### config.mk
export PLATFORM = sky130hd
export DESIGN_NAME = instruction_fetch
export DESIGN_NICKNAME = d
export VERILOG_FILES = /design/src/rtl/instruction_fetch.sv
export SDC_FILE = /design/constraint.sdc
export NUM_CORES = 1
export LEC_CHECK = 0
export ABC_CLOCK_PERIOD_IN_PS = 4490
export BUFFER_PORTS_ARGS = -buffer_cell sky130_fd_sc_hd__buf_2
export CAP_MARGIN = 5
export CORE_MARGIN = 1
export CORE_UTILIZATION = 55
export DETAILED_ROUTE_END_ITERATION = 10
export PLACE_DENSITY = 0.82
export SYNTH_ARGS = -nofsm -noshare
export SYNTH_HDL_FRONTEND = slang
export SYNTH_SLANG_ARGS = --single-unit
### constraint.sdc
create_clock -name clk -period 4.49 [get_ports clk]
set_clock_uncertainty 0.15 [all_clocks]
set_input_delay 0.898 -clock clk [delete_from_list [all_inputs] [get_ports clk]]
set_output_delay 0.898 -clock clk [all_outputs]
set_load 0.05 [all_outputs]
### src/rtl/instruction_fetch.sv
// Fetch stage: owns the PC, issues one-outstanding imem requests and buffers returned words for decode.
// Optional macro IF_PERF_CNT_EN adds saturating bubble and redirect counters.
module instruction_fetch #(
  parameter logic [15:0] RESET_PC   = 16'h0000,
  parameter logic [15:0] NOP_INST   = 16'h0000,
  parameter int          FIFO_DEPTH = 2
) (
  input  logic        clk,
  input  logic        rst,
  input  logic        stall_ID,
  input  logic        redirect,
  input  logic [15:0] redirect_pc,
  output logic        imem_req,
  output logic [15:0] imem_addr,
  input  logic        imem_ack,
  input  logic [15:0] imem_rdata,
  output logic [15:0] NPC_IF,
  output logic [15:0] INST_IF,
  output logic        VALID_IF
`ifdef IF_PERF_CNT_EN
  ,
  output logic [15:0] perf_bubble_cnt,
  output logic [15:0] perf_redirect_cnt
`endif
);

  localparam int PW = $clog2(FIFO_DEPTH);
  localparam int CW = PW + 1;

  // S_IDLE: buffer full, no request | S_FETCH: live request | S_DROP: draining a cancelled request
  typedef enum logic [1:0] {S_IDLE, S_FETCH, S_DROP} state_e;

  state_e          state_q, state_d;
  logic [15:0]     fetch_pc_q, fetch_pc_d;
  logic [15:0]     addr_q, addr_d;
  logic [CW-1:0]   cnt_q, cnt_d;
  logic [PW-1:0]   rd_ptr_q, rd_ptr_d;
  logic [PW-1:0]   wr_ptr_q, wr_ptr_d;
  logic [15:0]     fifo_npc_q  [FIFO_DEPTH];
  logic [15:0]     fifo_inst_q [FIFO_DEPTH];

  logic valid;
  logic pop;
  logic push;

  always_comb begin
    valid      = (cnt_q != '0);
    pop        = valid && !stall_ID;
    push       = (state_q == S_FETCH) && imem_ack && !redirect;
    state_d    = state_q;
    fetch_pc_d = fetch_pc_q;
    addr_d     = addr_q;
    cnt_d      = cnt_q;
    rd_ptr_d   = rd_ptr_q;
    wr_ptr_d   = wr_ptr_q;

    if (redirect) begin
      cnt_d      = '0;
      rd_ptr_d   = '0;
      wr_ptr_d   = '0;
      fetch_pc_d = redirect_pc;
    end else begin
      cnt_d    = cnt_q + CW'(push) - CW'(pop);
      rd_ptr_d = rd_ptr_q + PW'(pop);
      wr_ptr_d = wr_ptr_q + PW'(push);
      if (push) fetch_pc_d = fetch_pc_q + 16'd1;
    end

    // A redirect forces cnt_d to zero, so it always re-enters S_FETCH from the ack paths.
    case (state_q)
      S_IDLE: begin
        if (cnt_d < CW'(FIFO_DEPTH)) begin
          state_d = S_FETCH;
          addr_d  = fetch_pc_d;
        end
      end
      S_FETCH: begin
        if (imem_ack) begin
          if (cnt_d < CW'(FIFO_DEPTH)) addr_d = fetch_pc_d;
          else state_d = S_IDLE;
        end else if (redirect) begin
          state_d = S_DROP;
        end
      end
      S_DROP: begin
        if (imem_ack) begin
          state_d = S_FETCH;
          addr_d  = fetch_pc_d;
        end
      end
      default: state_d = S_IDLE;
    endcase
  end

  always_ff @(posedge clk) begin
    if (rst) begin
      state_q    <= S_IDLE;
      fetch_pc_q <= RESET_PC;
      addr_q     <= RESET_PC;
      cnt_q      <= '0;
      rd_ptr_q   <= '0;
      wr_ptr_q   <= '0;
    end else begin
      state_q    <= state_d;
      fetch_pc_q <= fetch_pc_d;
      addr_q     <= addr_d;
      cnt_q      <= cnt_d;
      rd_ptr_q   <= rd_ptr_d;
      wr_ptr_q   <= wr_ptr_d;
    end
  end

  always_ff @(posedge clk) begin
    if (!rst && push) begin
      fifo_npc_q[wr_ptr_q]  <= fetch_pc_q + 16'd1;
      fifo_inst_q[wr_ptr_q] <= imem_rdata;
    end
  end

  assign imem_req  = (state_q == S_FETCH) || (state_q == S_DROP);
  assign imem_addr = addr_q;
  assign VALID_IF  = valid;
  assign NPC_IF    = valid ? fifo_npc_q[rd_ptr_q]  : 16'h0000;
  assign INST_IF   = valid ? fifo_inst_q[rd_ptr_q] : NOP_INST;

`ifdef IF_PERF_CNT_EN
  logic [15:0] bubble_q, bubble_d;
  logic [15:0] redir_q, redir_d;

  always_comb begin
    bubble_d = bubble_q;
    redir_d  = redir_q;
    if (!valid && !stall_ID && (bubble_q != 16'hFFFF)) bubble_d = bubble_q + 16'd1;
    if (redirect && (redir_q != 16'hFFFF))             redir_d  = redir_q + 16'd1;
  end

  always_ff @(posedge clk) begin
    if (rst) begin
      bubble_q <= '0;
      redir_q  <= '0;
    end else begin
      bubble_q <= bubble_d;
      redir_q  <= redir_d;
    end
  end

  assign perf_bubble_cnt   = bubble_q;
  assign perf_redirect_cnt = redir_q;
`endif

endmodule

After elaboration in Yosys (flattened, before gate mapping)
Memories as Yosys holds them, arrays and structs flattened. A register that Yosys moved wholly into a read port is not among the register bits.
Cells that the tools add are included.
{"block": "word_totals", "memories": 2, "ramBits": 64, "inputBits": 37, "regBits": 38}
{"name": "fifo_inst_q", "depth": 2, "word_bits": 16, "read_ports": 1, "rd_ports_with_merged_regs": 1, "write_ports": 1, "line": "40", "rtl": "logic [15:0] fifo_inst_q [FIFO_DEPTH];"}
{"name": "fifo_npc_q", "depth": 2, "word_bits": 16, "read_ports": 1, "rd_ports_with_merged_regs": 1, "write_ports": 1, "line": "39", "rtl": "logic [15:0] fifo_npc_q [FIFO_DEPTH];"}
{"block": "op_classes", "n_reduce_logical": 14, "n_addsub": 5, "n_eq_ne": 7, "order_cmp": 1, "mux": 19}
{"cell": "2-to-1 mux 16 bit", "count": 7}
{"cell": "case mux 16 bit (3 select lines)", "count": 1}
{"cell": "adder 16 x 1 -> 16 bit, second input constant", "count": 1}
{"cell": "2-to-1 mux 2 bit", "count": 6}
{"cell": "!= test 2 bit, second input constant", "count": 3}
{"cell": "!= test 3 bit, second input constant", "count": 2}
{"cell": "case mux 2 bit (3 select lines)", "count": 1}
{"cell": "logical AND 1 bit", "count": 4}
{"cell": "2-to-1 mux 1 bit", "count": 4}
{"cell": "AND reduction 4 bit", "count": 1}
{"cell": "zero test 1 bit", "count": 3}
{"cell": "AND reduction 3 bit", "count": 1}
{"cell": "nonzero test 3 bit", "count": 1}
{"cell": "adder 1 bit", "count": 2}
{"cell": "adder 2 x 1 -> 2 bit", "count": 1}
{"cell": "equality test 2 x 1 -> 1 bit, second input constant", "count": 1}
{"cell": "equality test 2 bit, second input constant", "count": 1}
{"cell": "zero test 2 bit", "count": 1}
{"cell": "< comparator 2 bit, second input constant", "count": 1}
{"cell": "nonzero test 2 bit", "count": 1}
{"cell": "OR reduction 2 bit", "count": 1}
{"cell": "subtractor 2 x 1 -> 2 bit", "count": 1}
{"cell": "logical OR 1 bit", "count": 1}

Depth between registers and ports, before layout
{"block": "depth", "depth_word": 10, "ltp_mapped": 12, "depth_no_buf": 10}

Worst setup path after synthesis
No wires, ideal clock.
{"block": "synth_timing", "path_kind": "input to register", "startpoint": "input port imem_ack", "endpoint": "memory fifo_inst_q[0][0] (enable)", "t_required_ns": 3.879, "cell_stages": 3, "t_arrival_ns": 3.574, "path_slack_ns": 0.305, "path_cell_list": "clkbuf_1 -> nand3b_1 -> nor3_1"}
{"block": "synth_via", "elab_chain_len": 5}
{"item": "start: declaration", "line": "15", "rtl": "input logic imem_ack,"}
{"item": "logical AND 1 bit (2 in a row)", "line": "49", "rtl": "push = (state_q == S_FETCH) && imem_ack && !redirect;"}
{"item": "logical AND 1 bit", "line": "114", "rtl": "if (!rst && push) begin"}
{"item": "2-to-1 mux 1 bit", "line": "114"}
{"item": "2-to-1 mux 1 bit (implied by the code)", "line": "116", "rtl": "fifo_inst_q[wr_ptr_q] <= imem_rdata;"}
{"item": "end: declaration", "line": "40"}
Every way passes these cells.

Worst setup path in the final report
{"block": "layout_timing", "startpoint": "register state_q[0]", "endpoint": "register addr_q[13], in the netlist imem_addr[13]"}
{"block": "layout_via", "elab_chain_len": 10, "word_cells_on_any_way": 19, "cone_classes": "add/sub (2); order compare (1); eq/ne (4); mux (7); reduce/logical (5)"}
{"item": "start: declaration", "line": "33", "rtl": "state_e state_q, state_d;"}
{"item": "start signal: assignment", "line": "104", "rtl": "state_q <= state_d;"}
{"item": "equality test 2 x 1 -> 1 bit", "line": "49, 70"}
{"item": "logical AND 1 bit (2 in a row)", "line": "49"}
{"item": "adder 2 x 1 -> 2 bit", "line": "63", "rtl": "cnt_d = cnt_q + CW'(push) - CW'(pop);"}
{"item": "subtractor 2 x 1 -> 2 bit", "line": "63"}
{"item": "2-to-1 mux 2 bit", "line": "57", "rtl": "if (redirect) begin"}
{"item": "< comparator 2 bit", "line": "72, 79"}
{"item": "2-to-1 mux 16 bit", "line": "72, 79"}
{"item": "2-to-1 mux 16 bit", "line": "78", "rtl": "if (imem_ack) begin"}
{"item": "case mux 16 bit (3 select lines)", "line": "70", "rtl": "case (state_q)"}
{"item": "end signal: assignment", "line": "106", "rtl": "addr_q <= addr_d;"}
{"item": "end: declaration", "line": "35", "rtl": "logic [15:0] addr_q, addr_d;"}
Several ways; a longest one is shown, not always the timed one. The select of a mux whose other input is x is not followed.
A chain may end at the register's enable or synchronous reset.

==> reports/metrics.yaml <==
fmax_ghz: 0.283
yosys-top-cells-area: "edfxtp_1 (41%), dfxtp_1 (16%), mux2i_1 (8.1%)"
drt-pass1-iter-count: 5
synthArstFlopShare_pct: 0
cp_max_fo: 14
power.internal_mw: 1.40
critPathTopFamily: "adder cells"
rsz0062_at_grt: "false"
grt_max_degree: 43
cp_num_buf_inv: 1
post_cts_buffers: 0
cpMostUsedCell: "ha_1"
final.period_utilization_pct: 78.6
wl_mm: 9.53
critPathSlowestCell: "a221o_1"
post-dp-hpwl_mm: 6.42
fp.coreArea_um2: 8260
crit_chain: "ha_1 -> nand3b_1 -> ha_1 -> inv_1 -> ha_1 -> xor3_1 -> a221o_1 -> and3_1 -> a31o_1"
worstMarginPinSlew_ns: 1.01
avgSynthCellArea_um2: 11.4
rows: 33
synthFlopType: "edfxtp_1"
synth_area_leader_cell: "edfxtp_1"
final_hold_viol_count: 0
cts_buffer_depth: 2
ctsResizeCount: 0
grt_pass1_wl_mm: 15.4
end_kind: "flip-flop"
cts_tree: "done"
place_congestion: 0.835
root_buffer: "clkbuf_8"
hold_slack_ns: 0.314
grt_pass1_vias: 3238
ir_drop_v: 0.000225
total_power_mw: 2.01
worst-setup-path-type: "reg -> reg"
cts_made_buffers: 9
area_growth_pct: 14.2
seq_power_share_pct: 53.9
drt_iter0_drc: 199
diodes: 0
outcome: "completed"
syn_inst: 412
drv_cap: 0
relSlewSlack_pct: 33.0
ant_nets: 0
synth_area_um2: 4700
postCtsHoldBufs: 0
setup_violations: 0
avgViaCountPerCell: 5.68
insertion_delay_ns: 0.36
nets: 527
place_area_um2: 5170
cpPeakStageDelay_ns: 0.53
power_switching_mw: 0.606
grt_usage_pct: 22.7
synth_edf_count: 64
required_ns: 4.61
fin_util_pct: 65.0
yosysTopAreaCellShare_pct: 40.9
pwr-share-comb_pct: 17.4
die_h_um: 94.4
cp.arrival_ns: 3.65
finalInstanceArea_um2: 5370
cts.clk_slew.worst_paths_ns: 0.10
hold_path_class: "reg -> reg"
ys_warn_count: 0
power.leakage_nw: 2.13
synth_cell_types: 54
antenna_found_initial: 0
cts_sinks: 102
drive_above_1_share_pct: 24.2
synth_most_common_cell: "edfxtp_1"
wire_per_inst_um: 16.1
synthTopCellsByCount: "edfxtp_1 (64), nor2_1 (61), dfxtp_1 (38), mux2i_1 (38), clkbuf_1 (17)"
grt_remaining_overflow: 0
ios: 87
synth_nets: 456
io_buffers: 86
clockPowerShare_pct: 28.6
finalWorstPathRequiredPeriod_ns: 3.53
switching_share_pct: 30.2
power_density_nw_per_um2: 374
htree_levels: 3
initial_core_util_pct: 56.9
vias: 3369
tns_ns: 0
drv_slew: 0
dieArea_um2: 8920
ys_seq_elements: 102
die_width_um: 94.4
drc: 0
critPathLaunchType: "flip-flop"
yosysSeqAreaShare_pct: 57.1
-- registers in the layout, summed over array words and instances (netlist names) --
name,flops
cnt_q,2
fetch_pc_q,16
fifo_inst_q,32
fifo_npc_q,32
imem_addr,16
rd_ptr_q,1
state_q,2
wr_ptr_q,1
-- per-stage QoR --
step	setup slack (ns)	instances
after floorplan	0.305	412
after global routing	0.790	593
after global placement	0.984	577
after detailed placement	0.881	577
after CTS	0.992	593
final	0.959	593
-- layout make-up --
type	count	area (µm²)
sequential	102	2680
clock inverter	7	72.6
timing repair buffer	91	468
tap	105	131
clock buffer	9	124
fill	681	2890
multi-input combinational	268	1850
inverter	11	41.3
-- metal layers --
metal / global-route usage (%) / vias to the layer above / share of wire (%)
met2: 35.5 / 162 / 46
li1: - / 1628 / -
met1: 31.3 / 1567 / 46
met5: 0 / - / 0
met3: 4.59 / 12 / 7.6
met4: 8.33 / 0 / 0.98
-- kinds of logic (layout without fill, tap and decap cells) --
logic type | count (synthesis) | in the layout | share of synthesized area [%]
flops | 102 | 102 | 57.1
buf+inv | 42 | 118 | 3.75
fa+ha+maj | 7 | 7 | 1.86
simple gates | 141 | 141 | 15.2
xor+xnor | 20 | 20 | 4.34
mux | 40 | 40 | 8.57
compound gates | 60 | 60 | 9.16
-- worst paths after layout --
| check | endpoint | startpoint | depth (start not counted) | slack (ns) |
|---|---|---|---|---|
| setup reg to reg | imem_addr[13]$_SDFFE_PP0P_ | state_q[0]$_SDFFE_PP0P_ | 9 | 0.96 |
| setup / recovery | imem_addr[13]$_SDFFE_PP0P_ | state_q[0]$_SDFFE_PP0P_ | 9 | 0.96 |
| hold reg to reg | imem_addr[4]$_SDFFE_PP0P_ | imem_addr[4]$_SDFFE_PP0P_ | 2 | 0.31 |
| hold / removal | imem_addr[4]$_SDFFE_PP0P_ | imem_addr[4]$_SDFFE_PP0P_ | 2 | 0.31 |
-- power groups by stage --
stage | clock network, mW | logic, mW | registers [mW]
finish | 0.575 | 0.350 | 1.08
global route | 0.630 | 0.375 | 1.09
CTS | 0.589 | 0.349 | 1.08
detailed placement | 0 | 0.348 | 1.10
global placement | 0 | 0.338 | 1.10
floorplan | 0 | 0.208 | 1.15
-- worst register-to-register path: stages, from the launching register on --
cell      delay, ns
dfxtp_1        0.48
ha_1           0.51
nand3b_1       0.27
ha_1           0.36
inv_1          0.04
ha_1           0.22
xor3_1         0.44
a221o_1        0.53
and3_1         0.26
a31o_1         0.17
-- cell usage in the layout (no fill, tap or decap), drive strengths merged, types with 7 or more instances in the layout --
cell,Yosys,final
a21oi,8,8
buf,14,91
clkbuf,17,9
dfxtp,38,38
edfxtp,64,64
ha,7,7
inv,10,11
mux2i,38,38
nand2,16,16
nand2b,8,8
nand3,14,14
nand4,8,8
nor2,61,61
nor3,10,10
o21ai,15,15
xnor2,8,8
xor2,10,10
(Power assumes the default switching activity.)
